File: config.mk
export PLATFORM = sky130hd
export DESIGN_NAME = i2c_target_regs
export DESIGN_NICKNAME = d
export VERILOG_FILES = /design/src/rtl/i2c_target_regs.sv
export SDC_FILE = /design/constraint.sdc
export NUM_CORES = 1
export LEC_CHECK = 0
export ABC_AREA = 1
export CAP_MARGIN = 10
export CELL_PAD_IN_SITES_DETAIL_PLACEMENT = 1
export CELL_PAD_IN_SITES_GLOBAL_PLACEMENT = 1
export CORE_ASPECT_RATIO = 0.75
export CORE_MARGIN = 8
export CORE_UTILIZATION = 49
export DETAILED_ROUTE_END_ITERATION = 8
export PLACE_DENSITY = 0.91
export SYNTH_ARGS = -nofsm -noshare
export SYNTH_HDL_FRONTEND = slang
export SYNTH_SLANG_ARGS = --single-unit
File: constraint.sdc
create_clock -name clk -period 8.1 [get_ports clk]
set_clock_uncertainty 0.2 [all_clocks]
set_input_delay 2.025 -clock clk [delete_from_list [all_inputs] [get_ports clk]]
set_output_delay 2.025 -clock clk [all_outputs]
set_load 0.05 [all_outputs]
File: src/rtl/i2c_target_regs.sv
// i2c_target_regs: I2C target at DEV_ADDR with a 16x8 register file
// mapped at REG_BASE, supporting pointer writes and repeated-start reads.
module i2c_target_regs #(
  parameter logic [6:0] DEV_ADDR = 7'h38,
  parameter logic [7:0] REG_BASE = 8'h40
) (
  input  logic       clk,
  input  logic       rst_n,
  input  logic       scl_in,
  input  logic       sda_in,
  output logic       sda_oe,
  input  logic       loc_we,
  input  logic [3:0] loc_addr,
  input  logic [7:0] loc_wdata,
  output logic       wr_pulse,
  output logic [7:0] wr_reg,
  output logic [7:0] wr_data,
  output logic       busy
);

  typedef enum logic [3:0] {
    IDLE, ADDR, ADDR_ACK, PTR, PTR_ACK,
    WDATA, WDATA_ACK, RDATA, RACK, IGNORE
  } state_t;

  state_t      state, state_nxt;
  logic [2:0]  scl_q, sda_q;
  logic        scl, sda, scl_d, sda_d;
  logic        scl_rise, scl_fall, start, stop;
  logic [3:0]  cnt, cnt_nxt;
  logic [7:0]  sh, sh_nxt;
  logic [7:0]  ptr, ptr_nxt;
  logic [7:0]  tx, tx_nxt;
  logic        rw, rw_nxt;
  logic        mack, mack_nxt;
  logic        oe_nxt, busy_nxt, wr_en;
  logic [7:0]  regs [16];
  logic [7:0]  idx, rd_byte;
  logic        hit;

  // [1] is the synchronized level, [2] its one-clk-older copy
  assign scl      = scl_q[1];
  assign scl_d    = scl_q[2];
  assign sda      = sda_q[1];
  assign sda_d    = sda_q[2];
  assign scl_rise = scl & ~scl_d;
  assign scl_fall = ~scl & scl_d;
  assign start    = scl & scl_d & sda_d & ~sda;
  assign stop     = scl & scl_d & ~sda_d & sda;

  assign idx     = ptr - REG_BASE;
  assign hit     = (idx[7:4] == 4'h0);
  assign rd_byte = hit ? regs[idx[3:0]] : 8'h00;

  always_ff @(posedge clk or negedge rst_n) begin
    if (!rst_n) begin
      scl_q <= 3'b111;
      sda_q <= 3'b111;
    end else begin
      scl_q <= {scl_q[1:0], scl_in};
      sda_q <= {sda_q[1:0], sda_in};
    end
  end

  always_ff @(posedge clk or negedge rst_n) begin
    if (!rst_n) state <= IDLE;
    else        state <= state_nxt;
  end

  always_comb begin
    state_nxt = state;
    oe_nxt    = sda_oe;
    busy_nxt  = busy;
    cnt_nxt   = cnt;
    sh_nxt    = sh;
    ptr_nxt   = ptr;
    tx_nxt    = tx;
    rw_nxt    = rw;
    mack_nxt  = mack;
    wr_en     = 1'b0;
    if (start) begin
      state_nxt = ADDR;
      cnt_nxt   = 4'd0;
      busy_nxt  = 1'b0;
      oe_nxt    = 1'b0;
    end else if (stop) begin
      state_nxt = IDLE;
      busy_nxt  = 1'b0;
      oe_nxt    = 1'b0;
    end else if (scl_rise) begin
      if ((state inside {ADDR, PTR, WDATA}) && cnt < 4'd8) begin
        sh_nxt  = {sh[6:0], sda};
        cnt_nxt = cnt + 4'd1;
      end
      if (state == RACK) begin
        mack_nxt = sda;
        ptr_nxt  = ptr + 8'd1;
      end
    end else if (scl_fall) begin
      unique case (state)
        ADDR: if (cnt == 4'd8) begin
          if (sh[7:1] == DEV_ADDR) begin
            oe_nxt    = 1'b1;
            busy_nxt  = 1'b1;
            rw_nxt    = sh[0];
            state_nxt = ADDR_ACK;
          end else begin
            state_nxt = IDLE;
          end
        end
        ADDR_ACK: begin
          cnt_nxt = 4'd0;
          if (rw) begin
            tx_nxt    = rd_byte;
            oe_nxt    = ~rd_byte[7];
            state_nxt = RDATA;
          end else begin
            oe_nxt    = 1'b0;
            state_nxt = PTR;
          end
        end
        PTR: if (cnt == 4'd8) begin
          ptr_nxt   = sh;
          oe_nxt    = 1'b1;
          state_nxt = PTR_ACK;
        end
        PTR_ACK, WDATA_ACK: begin
          oe_nxt    = 1'b0;
          cnt_nxt   = 4'd0;
          state_nxt = WDATA;
        end
        WDATA: if (cnt == 4'd8) begin
          wr_en     = hit;
          ptr_nxt   = ptr + 8'd1;
          oe_nxt    = 1'b1;
          state_nxt = WDATA_ACK;
        end
        RDATA: begin
          if (cnt == 4'd7) begin
            oe_nxt    = 1'b0;
            state_nxt = RACK;
          end else begin
            oe_nxt  = ~tx[6];
            tx_nxt  = {tx[6:0], 1'b0};
            cnt_nxt = cnt + 4'd1;
          end
        end
        RACK: begin
          if (!mack) begin
            tx_nxt    = rd_byte;
            oe_nxt    = ~rd_byte[7];
            cnt_nxt   = 4'd0;
            state_nxt = RDATA;
          end else begin
            state_nxt = IGNORE;
          end
        end
        default: ;
      endcase
    end
  end

  always_ff @(posedge clk or negedge rst_n) begin
    if (!rst_n) begin
      sda_oe   <= 1'b0;
      busy     <= 1'b0;
      cnt      <= 4'd0;
      sh       <= 8'h00;
      ptr      <= 8'h00;
      tx       <= 8'h00;
      rw       <= 1'b0;
      mack     <= 1'b0;
      wr_pulse <= 1'b0;
      wr_reg   <= 8'h00;
      wr_data  <= 8'h00;
      for (int i = 0; i < 16; i++) regs[i] <= 8'h00;
    end else begin
      sda_oe   <= oe_nxt;
      busy     <= busy_nxt;
      cnt      <= cnt_nxt;
      sh       <= sh_nxt;
      ptr      <= ptr_nxt;
      tx       <= tx_nxt;
      rw       <= rw_nxt;
      mack     <= mack_nxt;
      wr_pulse <= wr_en;
      if (wr_en) begin
        regs[idx[3:0]] <= sh;
        wr_reg         <= ptr;
        wr_data        <= sh;
      end
      // later assignment: local port wins a same-cycle collision
      if (loc_we) regs[loc_addr] <= loc_wdata;
    end
  end

endmodule

* Yosys cells after proc, flatten, opt, wreduce, memory -nomap -nowiden
Cells that the tools add are included.
** Operators by class
- Mux-type cells :: 64
- Magnitude comparators :: 5
- Add/subtract/negate cells :: 3
- Reduce and logical (&&, ||, !) cells :: 28
- Bitwise gates (word level) :: 18
- Equal/unequal tests :: 29
** Operator list (number)
- $bwmux W128 :: 2
- $mux W128 :: 2
- $mux W8 :: 10
- $demux W8 S4 :: 2
- $mux W4 :: 16
- $bmux W8 S4 :: 1
- $pmux W4 S7 :: 1
- $reduce_and A7 Y1 :: 4
- $reduce_bool A3 Y1 :: 8
- $mux W1 :: 21
- $mux W7 :: 3
- $pmux W7 S3 :: 1
- $eq A4 B3 Y1 const B :: 5
- $ne A4 B3 Y1 const B :: 4
- $ne A4 B4 Y1 const B :: 4
- $pmux W8 S2 :: 1
- $pmux W4 S3 :: 1
- $ge A5 B5 Y1 const B :: 2
- $lt A5 B1 Y1 const B :: 2
- $not A4 Y5 :: 2
- $not A1 Y1 :: 9
- $reduce_bool A9 Y1 :: 1
- $add A8 B1 Y8 const B :: 1
- $eq A4 B2 Y1 const B :: 2
- 26 further kinds :: 42
** Storage, ports and cells
- Register bits after elaboration :: 186
- Word-level logic and storage cells :: 177
- Input bits :: 17
- Output and inout bits :: 19

* Depth between registers and ports, before layout
- Depth after elaboration :: 13
- Depth in mapped cells :: 13
- Depth with buffers taken out :: 13

* Least setup slack after synthesis
OpenSTA, ideal clock, no wires.
- Path kind :: input-to-reg
- From :: input loc_addr[1]
- To :: register regs[6] (netlist name)
- Arrival :: 3.137 ns
- Stages on the path :: 7
- Setup slack :: 4.625 ns
- Required time :: 7.762 ns
- Setup time :: 0.138 ns
- Cells stage by stage :: clkbuf_1 nand3_1 or2_2 buf_1 clkbuf_1 nor2_1 a31oi_1
** Between the ends
- Word-level cells in the longest chain between the ends :: 7
** Ends and longest elaborated chain
- start: declaration :: line 13 : input logic [3:0] loc_addr,
- $not A4 Y5 (implied by the code) * :: line 193 : if (loc_we) regs[loc_addr] <= loc_wdata;
- $ge A5 B5 Y1 (implied by the code) / $lt A5 B1 Y1 (equally long branches) :: line 193
- $logic_and A1 B1 Y1 (implied by the code) :: line 193
- $mux W8 (implied by the code) :: line 193
- $demux W8 S4 * :: line 193
- $bwmux W128 * :: line 193
- $mux W128 * :: line 193
- end signal: indexed assignment :: line 188 : regs[idx[3:0]] <= sh;
- end signal: indexed assignment :: line 193
- end: declaration :: line 37 : logic [7:0] regs [16];
Mark *: on every way between the ends. The rest lies on a longest branch, timed or not.
A chain may end at the register's enable or synchronous reset.

* Worst setup path after layout
- From :: input loc_addr[0]
- To :: register regs[86] (netlist name)
Same word-level chain as after synthesis.

==> impl_results.md <==
* Vias per cell at 6.15
* Setup TNS at 0 ns
* Max reg flops at about 130
* Hold-fix buffer count after cts at 0
* Final hold violations at 0
* First-pass GRT wire length at 70.1 mm
* Die Span X at between 150 and 200 microns
* Least-Margin Pin Slew at 1.23 ns
* Post-Place Setup Slack at 3.53 ns
* Final Core Density at 54.8%
* Crit path top cell by count: inv_1
* Hold_ws at 0.158 ns
* Area Growth Syn to Fin at 10.0%
* Clk buf depth at 2
* Post-Syn Area per Cell at a little under 7 sq um
* Slew Limit Fails at 0
* Mapped Nets at 1650
* Hold path depth at 0
* First DRT Iteration DRCs at 1532
* Switch Pwr at 1.07 mW
* Drt first pass iters at 6
* Area leader, netlist: dfrtp_1
* Final ANT Viol Nets at 0
* Fill count at 2925
* Post-CTS Setup Bufs at 0
* Die H at 146 microns
* Max VDD drop at 167 uV
* IO Pins at 36
* Area of the multi-input gates at ~0.0054 sq mm
* Clock power share at 30.9%
* Via count at approximately 12000
* Register share of total power at between 40 and 50%
* Final WS setup at 3.97 ns
* Rows at 47
* Post-DP HPWL at 29.2 mm
* Diode count at 0
* H-Tree Depth at 4
* Synth area leaders: dfrtp_1 (41%), nand2_1 (21%), o21ai_0 (7.8%)
* Outcome: finished, final reports clean
* Unique masters post-synth at 38
* Critical Path Stages at 9
* Tcrit/Tclk final at 51.0%
* Cell Pwr Density at 231 mW/mm^2
* Crit path DAT at 4.33 ns
* Yosys top cell area share at 41.0%
* Skew-Pair Late Insertion Delay at approximately 0.46 ns
* Reg clk slew, reported paths at 0.07 ns
* Mapped cell area at roughly 0.011 sq mm
* Worst path cell trace: clkdlybuf4s50_1 -> inv_1 -> nor2_1 -> nand2_1 -> nor2_1 -> inv_1 -> nand3_1 -> nand2_1 -> inv_1
* Min-delay worst type: reg -> reg
* Crit-path max cell delay at about 0.7 ns
* WP data required at 8.30 ns
* Nets at between 1500 and 2000
* Worst Reg2Reg Path Length in Cells at 8
* CP Buf/Inv Count at 4
* Ratio of cells with drive above 1 in the final layout at 5.21%
* # port buffers at 35
* Worst setup SP type: primary input
* Ys Warns at 0
* Max cap viols at 0
* Crit Path Class: in -> reg
* Tot GR Track Use at about a third
* Final setup viols at 0
* Die area at roughly 0.028 sq mm
* CP max FO at 9
* Seq/Total Area, Yosys at 42.4%
* Gpl congestion at 0.942
* Family with the most delay on the worst path: simple AND/OR/NAND/NOR gates
* Leak at 6.30 nW
* Slowest CP cell: nor2_1
* Post_cts resized at 0
* Critical Path Source: loc_addr[0]
* Sw frac at between 30% and 40%
* Post-Syn Instances at between 1500 and 2000
* Tot Pwr at 2.80 mW
* Comb pwr share at 27.9%
* Synth Register Bits at 186
* Predominant post-synthesis flop cell: dfrtp_1
* CP endpoint kind: flip-flop
* CTS Sinks at approximately 190
* Number of global-route vias before repair at about 12000
* Initial antenna violation count at 0
* Crit path time final at ~4.1 ns
* Total Wirelength at 45.0 mm
* HP Start: scl_q[0]
* Slew margin rel. at 17.9%
* Reg area at 0.00466 sq mm
* Post-synth EDFFs at 0
* DRC Markers at 0
* Grt total ovfl at 0
* Starting density of the core at 49.9%
* Synth async-reset ratio at between 90% and 100%
* Largest net degree at the start of global routing at 90
* Unrepaired setup endpoints after global routing: no
* R2R Path Start: ptr[0]
* Wire per inst at 23.4 microns
* Root Buffer: clkbuf_16
* CTS Buf Count at 17
* CTS tree: done
* Top reg by flops: regs
* Core area at 0.0221 sq mm
* Fmax at 0.242 GHz
* Cell internal pwr at 1.72 mW
[cells in the mapped netlist (all sizes together) (5+ instances only)]
master  instances
dfstp           6
dfrtp         180
nor3           11
nand4          40
buf            23
nor2          150
inv           176
clkbuf         50
nand2         608
a31oi          10
o22ai           5
nand3          95
a21oi          45
ha             10
o21ai         194
[metrics by stage]
stage	instances	instance area, sq um
after floorplan	1623	11000
after global placement	1894	11500
after detailed placement	1894	11500
after CTS	1926	12100
after global routing	1926	12100
final	1926	12100
[power groups by stage]
stage	Sequential [mW]	Clock (mW)	Combinational (mW)
6_report	1.15	0.864	0.779
5_1_grt	1.17	0.892	0.844
4_1_cts	1.15	0.865	0.753
3_5_place_dp	1.16	0	0.739
3_3_place_gp	1.16	0	0.704
2_1_floorplan	1.14	0	0.471
[cell families (layout without fill, tap and decap cells)]
family / count (synthesis) / after routing / share of synthesized area (%)
and+or+nand+nor: 910 / 910 / 34.9
DFF: 186 / 186 / 42.4
xor gates and xnor gates: 2 / 2 / 0.159
buffers and inverters: 251 / 260 / 8.97
adders and majority gates: 10 / 10 / 1.14
AOI/OAI and AO/OA: 264 / 264 / 12.4
[cell usage in the layout (no fill, tap or decap), types with 7 or more instances in the layout]
| cell type | n |
|---|---|
| a21oi_1 | 45 |
| a31oi_1 | 10 |
| buf_4 | 15 |
| clkbuf_16 | 17 |
| clkdlybuf4s50_1 | 34 |
| dfrtp_1 | 179 |
| ha_1 | 10 |
| inv_1 | 171 |
| nand2_1 | 605 |
| nand3_1 | 91 |
| nand4_1 | 29 |
| nand4_2 | 7 |
| nor2_1 | 147 |
| nor3_1 | 9 |
| o21ai_0 | 172 |
| o21ai_1 | 22 |
[routing by layer]
metal	track usage, %	part of all wire [%]	vias to the layer above
met1	45.3	42	5843
met2	47.2	42	703
met5	0	0	-
li1	-	-	5132
met4	14.6	4.6	0
met3	8.00	11	173
[cell type report]
| type | instances | share of cell area (%) |
|---|---|---|
| Inverter | 178 | 5.52 |
| Clock inverter | 13 | 1.10 |
| Tap cell | 294 | 3.04 |
| Clock buffer | 19 | 3.66 |
| Sequential cell | 186 | 38.6 |
| Multi-Input combinational cell | 1186 | 44.3 |
| Timing Repair Buffer | 50 | 3.86 |
[worst paths after layout]
path,to,slack [ns]
min reg2reg,scl_q[1],0.16
max reg2reg,regs[41],4.03
min,scl_q[1],0.16
max,regs[86],3.97
min in group asynchronous,regs[104],1.41
max in group asynchronous,ptr[2],4.96
(Power assumes the default switching activity.)
